### src/rtl/float16_pkg.sv
// Shared constants, FSM encoding and helpers for the half-precision to Q16.16 converter.
package float16_pkg;

   localparam int unsigned SIGN_BITS     = 1;
   localparam int unsigned EXP_BITS      = 5;
   localparam int unsigned FRAC_BITS     = 10;
   localparam int unsigned EXP_BIAS      = 15;
   localparam int unsigned FIX_FRAC_BITS = 16;
   localparam int unsigned FIX_BITS      = 32;
   localparam int unsigned SIG_BITS      = FRAC_BITS + 1;
   localparam int unsigned SHIFT_BITS    = 6;
   localparam int unsigned COUNT_BITS    = 5;

   // Exponent at which sig (binary point after bit FRAC_BITS) lines up with Q16.16 unshifted.
   localparam int unsigned SHIFT_BIAS = EXP_BIAS + FRAC_BITS - FIX_FRAC_BITS;

   localparam logic [FIX_BITS-1:0] FIX_MAX = 32'h7FFF_FFFF;
   localparam logic [FIX_BITS-1:0] FIX_MIN = 32'h8000_0000;

   typedef enum logic [1:0] {
      StIdle,
      StShift,
      StOut
   } state_e;

   function automatic logic [COUNT_BITS-1:0] shift_count(input logic [SHIFT_BITS-1:0] shift);
      logic [SHIFT_BITS-1:0] neg;
      neg = ~shift + 1'b1;
      return shift[SHIFT_BITS-1] ? neg[COUNT_BITS-1:0] : shift[COUNT_BITS-1:0];
   endfunction

endpackage

### src/rtl/float16_unpack.sv
// Combinational field extraction and classification of a half-precision operand.
module float16_unpack
   import float16_pkg::*;
(
   input  logic [15:0] in_data,
   output logic        sign,
   output logic [10:0] sig,
   output logic [5:0]  shift,
   output logic        is_zero,
   output logic        is_subnormal,
   output logic        is_normal,
   output logic        is_inf,
   output logic        is_nan
);

   logic [EXP_BITS-1:0]  exp;
   logic [FRAC_BITS-1:0] frac;
   logic [EXP_BITS-1:0]  e_eff;
   logic                 exp_nz;
   logic                 exp_max;
   logic                 frac_nz;

   always_comb begin
      sign    = in_data[FRAC_BITS+EXP_BITS +: SIGN_BITS];
      exp     = in_data[FRAC_BITS +: EXP_BITS];
      frac    = in_data[FRAC_BITS-1:0];
      exp_nz  = |exp;
      exp_max = &exp;
      frac_nz = |frac;
      sig     = {exp_nz, frac};
      // Subnormals share the exponent of the smallest normal.
      e_eff   = exp_nz ? exp : EXP_BITS'(1);
      shift   = {1'b0, e_eff} - SHIFT_BITS'(SHIFT_BIAS);

      is_zero      = !exp_nz && !frac_nz;
      is_subnormal = !exp_nz && frac_nz;
      is_normal    = exp_nz && !exp_max;
      is_inf       = exp_max && !frac_nz;
      is_nan       = exp_max && frac_nz;
   end

endmodule

### src/rtl/float16_to_fixed.sv
// Serial half-precision to signed Q16.16 converter, one shift step per cycle.
// Define FLOAT16_TO_FIXED_SATURATE_EN to clamp finite overflows instead of wrapping.
module float16_to_fixed
   import float16_pkg::*;
(
   input  logic        clk,
   input  logic        rst,
   input  logic [15:0] in_data,
   input  logic        in_valid,
   output logic        in_ready,
   output logic [31:0] out_data,
   output logic        out_valid,
   input  logic        out_ready,
   output logic        out_overflow,
   output logic        out_inexact,
   output logic        out_invalid
);

   state_e state_q, state_d;

   logic [FIX_BITS-1:0]   mag_q, mag_d;
   logic [COUNT_BITS-1:0] count_q, count_d;
   logic                  left_q, left_d;
   logic                  sign_q, sign_d;
   logic                  sticky_q, sticky_d;
   logic [FIX_BITS-1:0]   out_data_q, out_data_d;
   logic                  overflow_q, overflow_d;
   logic                  inexact_q, inexact_d;
   logic                  invalid_q, invalid_d;

   logic                  u_sign;
   logic [SIG_BITS-1:0]   u_sig;
   logic [SHIFT_BITS-1:0] u_shift;
   logic                  u_zero;
   logic                  u_subnormal;
   logic                  u_normal;
   logic                  u_inf;
   logic                  u_nan;

   logic [FIX_BITS-1:0]   neg_mag;
   logic [FIX_BITS-1:0]   result;
   logic                  ovf;

   float16_unpack u_unpack (
      .in_data      (in_data),
      .sign         (u_sign),
      .sig          (u_sig),
      .shift        (u_shift),
      .is_zero      (u_zero),
      .is_subnormal (u_subnormal),
      .is_normal    (u_normal),
      .is_inf       (u_inf),
      .is_nan       (u_nan)
   );

   always_comb begin
      neg_mag = ~mag_q + 1'b1;
      ovf     = sign_q ? (mag_q > FIX_MIN) : (mag_q > FIX_MAX);
`ifdef FLOAT16_TO_FIXED_SATURATE_EN
      if (ovf) begin
         result = sign_q ? FIX_MIN : FIX_MAX;
      end else begin
         result = sign_q ? neg_mag : mag_q;
      end
`else
      result = sign_q ? neg_mag : mag_q;
`endif
   end

   always_comb begin
      state_d    = state_q;
      mag_d      = mag_q;
      count_d    = count_q;
      left_d     = left_q;
      sign_d     = sign_q;
      sticky_d   = sticky_q;
      out_data_d = out_data_q;
      overflow_d = overflow_q;
      inexact_d  = inexact_q;
      invalid_d  = invalid_q;

      unique case (state_q)
         StIdle: begin
            if (in_valid) begin
               sign_d     = u_sign;
               sticky_d   = 1'b0;
               mag_d      = {{(FIX_BITS-SIG_BITS){1'b0}}, u_sig};
               count_d    = shift_count(u_shift);
               left_d     = !u_shift[SHIFT_BITS-1] && (u_shift != '0);
               out_data_d = '0;
               overflow_d = 1'b0;
               inexact_d  = 1'b0;
               invalid_d  = 1'b0;
               unique case (1'b1)
                  u_zero: begin
                     state_d = StOut;
                  end
                  u_nan: begin
                     invalid_d = 1'b1;
                     state_d   = StOut;
                  end
                  u_inf: begin
                     out_data_d = u_sign ? FIX_MIN : FIX_MAX;
                     overflow_d = 1'b1;
                     state_d    = StOut;
                  end
                  u_subnormal, u_normal: begin
                     state_d = StShift;
                  end
                  default: begin
                     state_d = StIdle;
                  end
               endcase
            end
         end
         StShift: begin
            if (count_q != '0) begin
               if (left_q) begin
                  mag_d = {mag_q[FIX_BITS-2:0], 1'b0};
               end else begin
                  mag_d = {1'b0, mag_q[FIX_BITS-1:1]};
                  if (mag_q[0]) begin
                     sticky_d = 1'b1;
                  end
               end
               count_d = count_q - 1'b1;
            end else begin
               out_data_d = result;
               overflow_d = ovf;
               inexact_d  = sticky_q;
               invalid_d  = 1'b0;
               state_d    = StOut;
            end
         end
         StOut: begin
            if (out_ready) begin
               state_d = StIdle;
            end
         end
         default: begin
            state_d = StIdle;
         end
      endcase
   end

   always_ff @(posedge clk) begin
      if (rst) begin
         state_q    <= StIdle;
         mag_q      <= '0;
         count_q    <= '0;
         left_q     <= 1'b0;
         sign_q     <= 1'b0;
         sticky_q   <= 1'b0;
         out_data_q <= '0;
         overflow_q <= 1'b0;
         inexact_q  <= 1'b0;
         invalid_q  <= 1'b0;
      end else begin
         state_q    <= state_d;
         mag_q      <= mag_d;
         count_q    <= count_d;
         left_q     <= left_d;
         sign_q     <= sign_d;
         sticky_q   <= sticky_d;
         out_data_q <= out_data_d;
         overflow_q <= overflow_d;
         inexact_q  <= inexact_d;
         invalid_q  <= invalid_d;
      end
   end

   assign in_ready     = (state_q == StIdle);
   assign out_valid    = (state_q == StOut);
   assign out_data     = out_data_q;
   assign out_overflow = overflow_q;
   assign out_inexact  = inexact_q;
   assign out_invalid  = invalid_q;

endmodule

### config.mk
export PLATFORM = sky130hd
export DESIGN_NAME = float16_to_fixed
export DESIGN_NICKNAME = d
export VERILOG_FILES = /design/src/rtl/float16_pkg.sv /design/src/rtl/float16_unpack.sv /design/src/rtl/float16_to_fixed.sv
export SDC_FILE = /design/constraint.sdc
export NUM_CORES = 1
export LEC_CHECK = 0
export CORE_MARGIN = 2
export CORE_UTILIZATION = 40
export CTS_CLUSTER_DIAMETER = 50
export DETAILED_ROUTE_END_ITERATION = 6
export HOLD_SLACK_MARGIN = 0.03
export PLACE_DENSITY = 0.62
export SLEW_MARGIN = 20
export SYNTH_ARGS = -nofsm -noshare
export SYNTH_HDL_FRONTEND = slang
export SYNTH_SLANG_ARGS = --single-unit
### constraint.sdc
create_clock -name clk -period 5.03 [get_ports clk]
set_input_delay 1.006 -clock clk [delete_from_list [all_inputs] [get_ports clk]]
set_output_delay 1.006 -clock clk [all_outputs]
set_load 0.02 [all_outputs]
==> qor.csv <==
metric,value,unit
cp-end-kind,flop,
numCtsBuffers,9,
syn_nets,580,
synth.most_common_cell,nor2_1,
num_rows,38,
fmax,310,MHz
drt_first_iter_violations,231,
drt_wl_total,10.8,mm
wire_per_inst,15.0,µm
drive_gt1_share,6.55,%
syn-instance-count,554,
r2r_cells,9,
synth_common_cells,"nor2_1 (94), dfxtp_1 (77), a21oi_1 (59), nor3_1 (57)",
maxSlewViolCount,0,
swShare,34.6,%
total_leakage_power,1.80,nW
seq_area,1540,µm²
fillCellCount,1074,
worst_r2r_endpoint,mag_q[14],
cp-startpoint,in_data[5],
clock_sinks,77,
setup_ws,1.81,ns
path_class,in -> reg,
yosysTopAreaCell,dfxtp_1,
holdWs,0.483,ns
drc,0,
crit_path_max_fanout,29,
synth.distinct_cells,53,
worstHoldStart,count_q[1],
fin_crit_sh,64.1,%
diodes,0,
setup_viol,0,
fin_cells,720,
cts_max_level,3,
clock_latency,0.36,ns
worst_slew_pin_slew,0.998,ns
p_total,1.79,mW
clkPwrFrac,28.4,%
cap_violations,0,
core,10700,µm²
ys_warn_count,0,
grt_max_degree,78,
antenna_found_initial,0,
power.density,349,nW/µm²
clk_pin_slew_worst_paths,0.09,ns
worst_ep_arrival_time,3.50,ns
vias_per_cell,5.56,
finalHoldViolations,0,
synthArstFlopShare,0,%
fin_util,47.7,%
dp.cells,705,
pwr-share-comb,30.4,%
fin_skew,0.0170,ns
hp-class,reg -> reg,
grt_usage,18.9,%
p_switching,619,µW
cts_root_buf,clkbuf_8,
worst_ir_drop_vdd,0.140,mV
overflow,0,
cts_setup_buffers,0,
cts_tree,built,
hold_depth,2,
dieArea,11800,µm²
fin_setup_tns,0,ns
grt_pass1_vias,3550,
die_h,109,µm
synth_area_per_cell,7.90,µm²
finalWeightedCongestion,0.819,
die_width,109,µm
multi_input_comb_area,2560,µm²
placed_cell_area,4900,µm²
dp_hpwl,7.28,mm
final_area,5120,µm²
required,5.31,ns
first_pass_iters,5,
p_int,1.17,mW
grt_pass1_wl,17.8,mm
slew-limit-headroom,32.5,%
cts_resized,0,
yosysSeqAreaShare,35.2,%
netlist_area,4380,µm²
ys_top_cells_by_area,"dfxtp_1 (35%), nor2_1 (8.1%), mux2i_1 (7.5%), a21oi_1 (6.7%), nor3_1 (6.5%)",
start_util,40.7,%
timing.rr.start,count_q[0],
synth_edf_count,0,
hold_buffers,0,
hold_path_end,count_q[1],
synth_top_area_share,35.2,%
synthFlopType,dfxtp_1,
nets,602,
vias,4000,
run_status,completed,
dp_slack,1.21,ns
ant_nets,0,
ys_seq_elements,77,
area_growth,17.1,%
start_kind,input port,
seqPwrFrac,41.2,%
ctsLongestPathBuffers,2,
rsz0062_at_grt,no,
io_pins,57,
rrSetupSlack,1.91,ns
period_needed,3.22,ns
io_buffers,56,
power by group through the flow:
stage | clock network (mW) | registers [mW] | logic, mW
after floorplan | 0 | 0.766 | 0.352
after global placement | 0 | 0.749 | 0.534
after detailed placement | 0 | 0.751 | 0.541
after CTS | 0.521 | 0.737 | 0.544
after global routing | 0.547 | 0.747 | 0.600
final | 0.508 | 0.738 | 0.544
area by class of cell:
type | instances | area share (%)
Multi-Input combinational cell | 416 | 49.9
Tap cell | 140 | 3.42
Inverter | 11 | 0.806
Clock inverter | 6 | 1.73
Clock buffer | 9 | 2.42
Sequential cell | 77 | 30.1
Timing Repair Buffer | 61 | 11.6
routing by layer:
metal  global-route usage, %  vias up  routed length (µm)
met5                       0        -                   0
met4                    6.96        0                 194
met3                    3.38       15                 567
met2                    27.1      116                4560
met1                    28.1     1859                5450
li1                        -     2010                   -
layout by cell type, fill, tap and decap left out, drive strengths merged, types with 3 or more instances in the layout:
cell type / count
nand3: 8
or2: 4
and2: 3
nand2: 18
xor2: 4
clkbuf: 9
ha: 6
or3: 7
nor3: 57
inv: 11
nand2b: 6
o41ai: 8
nor2: 94
a221oi: 9
clkdlybuf4s50: 55
nor4: 4
o31ai: 11
xnor2: 27
or4: 6
o21ai: 23
buf: 6
a21oi: 59
a211oi: 4
dfxtp: 77
mux2i: 33
critical path, cell delays in order:
cell             delay [ns]
clkdlybuf4s50_1        0.43
nor4_1                 0.46
nand3_1                0.21
or3_1                  0.50
o21ai_4                0.58
a21oi_1                0.13
nor3_1                 0.18
worst max-delay path by stage:
| stage | endpoint | slack, ns | depth (start not counted) |
|---|---|---|---|
| 2_1_floorplan | out_data[19] | 2.22 | 8 |
| 3_3_place_gp | out_data[30] | 1.28 | 7 |
| 3_5_place_dp | out_data[19] | 1.21 | 7 |
| 4_1_cts | out_data[19] | 1.58 | 7 |
| 5_1_grt | mag_q[27] | 1.55 | 9 |
| 6_report | out_data[19] | 1.81 | 7 |
sequential cells by signal, indices dropped and copies added (netlist names):
register      flops
out_data         32
left_q            1
out_invalid       1
state_q           2
sign_q            1
out_overflow      1
mag_q            32
out_inexact       1
count_q           5
sticky_q          1
cells by family (layout without fill, tap and decap cells):
logic type	count (synthesis)	in the layout	synth area share, %
XOR/XNOR	31	31	6.20
buffers and inverters	61	87	6.63
AND/OR/NAND/NOR	219	219	24.1
multiplexers	33	33	7.55
AO/OA/AOI/OAI	127	127	18.6
adder cells (fa/ha/maj)	6	6	1.72
flip-flops	77	77	35.2
No activity file was read; power rests on OpenSTA's default activity.
